$ cat src/rtl/key_step_conditioner.sv
// Debounces active-low buttons into a one-cycle accumulator load pulse plus a captured ALU function code.
// Latency: step rises DEBOUNCE_CYCLES+2 edges after key_n[0] is first sampled low; no backpressure.
module key_step_conditioner #(
  parameter int DEBOUNCE_CYCLES = 250000,
  parameter int REPEAT_CYCLES   = 0,
  parameter int CNT_W           = 20
) (
  input  logic       clock_in,
  input  logic       reset,
  input  logic [3:0] key_n,
  output logic       step,
  output logic [2:0] func,
  output logic [7:0] press_count,
  output logic [1:0] state_dbg
);

  typedef enum logic [1:0] {
    IDLE      = 2'd0,
    ARMING    = 2'd1,
    HELD      = 2'd2,
    RELEASING = 2'd3
  } state_t;

  localparam logic [CNT_W-1:0] DEB_LAST = CNT_W'(DEBOUNCE_CYCLES - 1);
  localparam bit               RPT_EN   = (REPEAT_CYCLES != 0);
  localparam logic [CNT_W-1:0] RPT_LAST = RPT_EN ? CNT_W'(REPEAT_CYCLES - 1) : '0;

  logic [3:0]       sync_a;
  logic [3:0]       sync_b;
  logic             pressed;
  logic [1:0]       fill_cnt;
  logic             need_release;
  state_t           state;
  state_t           state_nxt;
  logic [CNT_W-1:0] cnt;
  logic [CNT_W-1:0] cnt_nxt;
  logic [CNT_W-1:0] rpt;
  logic [CNT_W-1:0] rpt_nxt;
  logic             issue;

  always_ff @(posedge clock_in or posedge reset) begin
    if (reset) begin
      sync_a <= 4'hF;
      sync_b <= 4'hF;
    end else begin
      sync_a <= key_n;
      sync_b <= sync_a;
    end
  end

  assign pressed = ~sync_b[0];

  // A key held through reset must be seen released (with real samples
  // in the synchronizer, not reset fill) before a new press can arm.
  always_ff @(posedge clock_in or posedge reset) begin
    if (reset) begin
      fill_cnt     <= 2'd0;
      need_release <= 1'b1;
    end else if (fill_cnt != 2'd2) begin
      fill_cnt <= fill_cnt + 2'd1;
    end else if (!pressed) begin
      need_release <= 1'b0;
    end
  end

  always_ff @(posedge clock_in or posedge reset) begin
    if (reset) begin
      state <= IDLE;
    end else begin
      state <= state_nxt;
    end
  end

  always_comb begin
    state_nxt = state;
    cnt_nxt   = cnt;
    rpt_nxt   = rpt;
    issue     = 1'b0;
    case (state)
      IDLE: begin
        if (pressed && !need_release) begin
          state_nxt = ARMING;
          cnt_nxt   = '0;
        end
      end
      ARMING: begin
        if (!pressed) begin
          state_nxt = IDLE;
        end else if (cnt == DEB_LAST) begin
          state_nxt = HELD;
          issue     = 1'b1;
          rpt_nxt   = '0;
        end else begin
          cnt_nxt = cnt + CNT_W'(1);
        end
      end
      HELD: begin
        if (!pressed) begin
          state_nxt = RELEASING;
          cnt_nxt   = '0;
        end else if (RPT_EN) begin
          // Holding at the terminal count keeps a 1-cycle period from
          // producing back-to-back pulses.
          if (rpt == RPT_LAST) begin
            if (!step) begin
              issue   = 1'b1;
              rpt_nxt = '0;
            end
          end else begin
            rpt_nxt = rpt + CNT_W'(1);
          end
        end
      end
      RELEASING: begin
        if (pressed) begin
          state_nxt = HELD;
          rpt_nxt   = '0;
        end else if (cnt == DEB_LAST) begin
          state_nxt = IDLE;
        end else begin
          cnt_nxt = cnt + CNT_W'(1);
        end
      end
      default: begin
        state_nxt = IDLE;
      end
    endcase
  end

  always_ff @(posedge clock_in or posedge reset) begin
    if (reset) begin
      cnt         <= '0;
      rpt         <= '0;
      step        <= 1'b0;
      func        <= 3'b111;
      press_count <= 8'd0;
    end else begin
      cnt  <= cnt_nxt;
      rpt  <= rpt_nxt;
      step <= issue;
      if (issue) begin
        func        <= sync_b[3:1];
        press_count <= press_count + 8'd1;
      end
    end
  end

  assign state_dbg = state;

endmodule

$ cat config.mk
export PLATFORM = sky130hd
export DESIGN_NAME = key_step_conditioner
export DESIGN_NICKNAME = d
export VERILOG_FILES = /design/src/rtl/key_step_conditioner.sv
export SDC_FILE = /design/constraint.sdc
export NUM_CORES = 1
export LEC_CHECK = 0
export CORE_MARGIN = 5
export CORE_UTILIZATION = 50
export DETAILED_ROUTE_END_ITERATION = 12
export DONT_BUFFER_PORTS = 1
export SLEW_MARGIN = 20
export SYNTH_ARGS = -nofsm -noshare
export SYNTH_HDL_FRONTEND = slang
export SYNTH_SLANG_ARGS = --single-unit
$ cat constraint.sdc
create_clock -name clock_in -period 3.9 [get_ports clock_in]
set_input_delay 0.78 -clock clock_in [delete_from_list [all_inputs] [get_ports clock_in]]
set_output_delay 0.78 -clock clock_in [all_outputs]
set_load 0.05 [all_outputs]
Word level (Yosys, flattened, before mapping) --
Cells that the tools add are included.
Cells by class: add/sub/neg operators 3, equality and inequality tests 11, mux-type cells 16, bitwise operators 2, reduce and logical (&&, ||, !) cells 6
Operators with widths (count):
- $mux W20 | 5
- $pmux W20 S4 | 1
- $add A20 B1 Y20 const B | 1
- $eq A20 B18 Y1 const B | 1
- $mux W2 | 6
- $ne A2 B2 Y1 const B | 5
- $add A8 B1 Y8 const B | 1
- $pmux W2 S4 | 1
- $reduce_and A4 Y1 | 2
- $ne A3 B3 Y1 const B | 2
- $eq A2 B2 Y1 const B | 2
- $mux W1 | 3
- $add A2 B1 Y2 const B | 1
- $eq A2 B1 Y1 const B | 1
- $logic_not A2 Y1 | 1
- $not A1 Y1 | 2
- $reduce_and A2 Y1 | 1
- $logic_and A1 B1 Y1 | 1
- $logic_not A1 Y1 | 1
Word-level totals: register bits after elaboration 45, bits of input ports 6, output and inout port bits 14, logic and storage cells 47

Logic depth before layout (Yosys ltp) --
depth after elaboration 4, gate-level depth with buffers 7, depth with buffers taken out 6

Worst setup path before layout --
Ideal clock, no wire load.
kind register to register, start point register state[0] (netlist: state_dbg[0]), end point register press_count[1], setup time 125 ps, arrival time 1964 ps, required time 3775 ps, path slack 1812 ps, cell stages (with the launch flop) 6, path through dfrtp_1 and4bb_2 nand4_1 nor4_1 buf_2 mux2_2
Between the ends: cells in the longest elaborated chain, start to end 2
Ends and longest elaborated chain:
- start, declared | RTL line 33 | state_t state;
- start signal, assigned | RTL line 70 | state <= state_nxt;
- $eq A2 B1 Y1 | RTL line 79 | case (state)
- $mux W1 | RTL line 79
- end signal, assigned | RTL line 143 | press_count <= press_count + 8'd1;
- end, declared | RTL line 13 | output logic [7:0] press_count,
No other way between the ends. A chain may end at the register's enable or synchronous reset.

Worst setup path after layout --
start point register cnt[0], end point register cnt[13]
Between the ends: cells in the longest elaborated chain, start to end 4, elaborated cells on any way between the ends 6
Ends and longest elaborated chain:
- start, declared | RTL line 35 | logic [CNT_W-1:0] cnt;
- start signal, assigned | RTL line 138 | cnt <= cnt_nxt;
- $add A20 B1 Y20 / $eq A20 B18 Y1 (equally long branches)
- $mux W20 (*) | RTL line 89, 118
- $mux W20, on equally long branches | RTL line 115, 87
- $pmux W20 S4 (*) | RTL line 79
Every way passes the cells marked *; elsewhere a longest branch is shown, timed or not. The select of a mux whose other input is x is not followed.

==> impl_metrics.tcl <==
set metrics [dict create \
    postLayoutSetupSlackWorst_ns 1.43 \
    grt_pass1_wl_um 7620 \
    intPower_mw 0.669 \
    die_y_um 76.0 \
    design_area_um2 2330 \
    core_area_um2 4290 \
    seqPwrFrac 0.566 \
    routed_via_density 6.06 \
    ys_seq_area_frac 0.524 \
    fp-row-count 24 \
    dieArea_um2 5770 \
    cts_root_buf "clkbuf_8" \
    fill_cells 386 \
    tns_ns 0 \
    post-dp-hpwl_um 3110 \
    antenna_left 0 \
    leakage_nw 0.973 \
    cts_buffer_depth 2 \
    pwr-share-clk 0.394 \
    synthesis.area_per_instance_um2 10.3 \
    dp_cells 258 \
    ys_seq_elements 45 \
    cts_setup_buffers 0 \
    final_nets 222 \
    powerDensity_nw_per_um2 369 \
    antenna_cells 0 \
    final_cell_mix "dfrtp_1, nand2_1, nand3_1, o21ai_0, dfstp_2" \
    critPathArrivalTime_ns 2.66 \
    switching_share 0.222 \
    p_sw_mw 0.191 \
    cts_buffers 5 \
    synth_top_family_by_area "simple AND/OR/NAND/NOR gates" \
    synth_edf_count 0 \
    grt.overflow.total 0 \
    final_layout_size_suffix_gt1_frac 0.178 \
    h-tree-depth 2 \
    comb_power_share 0.040 \
    yosys.area_share.simple 0.240 \
    critPathLaunchType "register" \
    holdBufCountCts 0 \
    clk_pin_slew_worst_paths_ns 0.08 \
    final_common_cell "dfrtp_1" \
    syn2layout_area_growth_pct 6.84 \
    fin_crit_ns 2.47 \
    power_mw 0.859 \
    wl_per_cell_um 16.4 \
    synth-main-ff-cell "dfrtp_1" \
    setup_viol 0 \
    synth_mux_area_frac 0.0253 \
    fp.dieW_um 76.0 \
    slew_viol_final 0 \
    endpoint_kind "register" \
    drc 0 \
    ys_async_sr_fraction 1.00 \
    place_ws_ns 1.47 \
    io_pins 20 \
    io_buffers 0 \
    hp-class "register to register" \
    drt_iter0_drc 157 \
    clock-sinks 45 \
    relSlewSlack 0.553 \
    stdcell_count 266 \
    min_period_over_period 0.633 \
    cp_max_fo 10 \
    hold_violations 0 \
    vdd_drop_max_mv 0.165 \
    synth_nets 220 \
    status "finished, final reports clean" \
    postPlaceCellArea_um2 2210 \
    max_freq_mhz 405 \
    final_core_util 0.542 \
    ys_types 50 \
    timing.hold.ws_ns 0.358 \
    grt_max_degree 29 \
    synth_warnings 0 \
    syn-cell-area_um2 2180 \
    grt_pass1_vias 1537 \
    worstSkewPairLatency_ns 0.30 \
    cts_tree "done" \
    vias 1612 \
    start_util 0.507 \
    antenna_found_initial 0 \
    drt_wl_total_um 4370 \
    ctsResizeCount 0 \
    synth-compound-area-share 0.117 \
    firstDrtPassIters 4 \
    synth_xor_area_frac 0.0322 \
    rsz0062_at_grt "false" \
    track_usage 0.162 \
    gp_congestion 0.964 \
    cap_violations 0 \
    synth_fa_ha_area_frac 0.0172 \
    worstMarginPinSlew_ns 0.667 \
    fin_worst_skew_ns 0.00614 \
    synth_cells 211 \
    critPathKind "register to register" \
    cp.required_ns 4.09 \
]
## worst max-delay path, cell delays in order, from the launching register on
cell and delay (ns):
dfrtp_1 0.43, ha_1 0.24, and3_1 0.24, nand4_1 0.19, o31ai_2 0.63, buf_4 0.30, nor4_1 0.07, a211o_1 0.25
## synthesized netlist by cell type (2+ instances only)
cell      count  area share
or4_1         2      0.0069
inv_1         7       0.012
xnor2_1       7       0.028
a22o_1        2      0.0080
o31ai_1       3       0.010
buf_2         2      0.0046
nand3_1      18       0.041
nor2_1        7       0.012
ha_1          3       0.017
nand2b_1      2      0.0057
or2_1         2      0.0057
a21oi_1       4      0.0092
o21ai_0      17       0.039
dfstp_2      12        0.14
buf_6         2       0.010
buf_4         3       0.010
and3_1        5       0.014
or3_1         2      0.0057
mux2_2        4       0.021
nand4_1       8       0.023
nor4_1        5       0.014
dfrtp_1      33        0.38
and4_1        3       0.012
and2_1        2      0.0057
nand2_1      23       0.040
nor3_1        4      0.0092
a31oi_1       2      0.0057
o41ai_1       3       0.012
nand3b_1      2      0.0069
or4_2         2      0.0080
## per-layer routing
metal,part of all wire,global-route usage,vias to the layer above
li1,-,-,775
met3,0.071,0.0449,9
met4,0.018,0.0623,0
met1,0.46,0.236,772
met5,0,0,-
met2,0.45,0.228,56
## final timing paths
| kind | startpoint | endpoint | slack, ns | cells past startpoint |
|---|---|---|---|---|
| worst min-delay path | sync_a[3]$_DFF_PP1_ | sync_b[3]$_DFF_PP1_ | 0.36 | 0 |
| min in group asynchronous | reset | press_count[6]$_DFFE_PP0P_ | 0.44 | 1 |
| worst max register to register | cnt[0]$_DFFE_PP0P_ | cnt[13]$_DFFE_PP0P_ | 1.43 | 7 |
| max in group asynchronous | reset | sync_b[0]$_DFF_PP1_ | 2.63 | 2 |
| worst max-delay path | cnt[0]$_DFFE_PP0P_ | cnt[13]$_DFFE_PP0P_ | 1.43 | 7 |
| worst min register to register | sync_a[3]$_DFF_PP1_ | sync_b[3]$_DFF_PP1_ | 0.36 | 0 |
## area by class of cell
class	count	area, um^2	share of cell area
flip-flops and latches	45	1140	0.491
well taps	52	65.1	0.0280
inverters	8	30.0	0.0129
repair buffers	4	30.0	0.0129
multi-input cells	149	945	0.406
clock inverters	1	7.51	0.00323
clock buffers	7	108	0.0463
## power by group through the flow
stage / logic, mW / registers (mW) / clock network, mW
after global routing: 0.0398 / 0.487 / 0.371
after floorplan: 0.0252 / 0.494 / 0
final: 0.0341 / 0.486 / 0.339
after detailed placement: 0.0349 / 0.495 / 0
after CTS: 0.0351 / 0.486 / 0.352
after global placement: 0.0338 / 0.494 / 0
## flip-flops by register name, summed over array words and instances, names as in the netlist, named ones only
register	flops
cnt	20
press_count	8
sync_a	4
sync_b	4
func	3
fill_cnt	2
need_release	1
state_dbg	1
step	1
## kinds of logic after synthesis
family / count (synthesis)
muxes: 5
DFF: 45
AOI/OAI and AO/OA: 39
and+or+nand+nor: 94
adders and majority gates: 3
xor gates and xnor gates: 8
buffers and inverters: 17
Power figures use the tool's default switching activity.
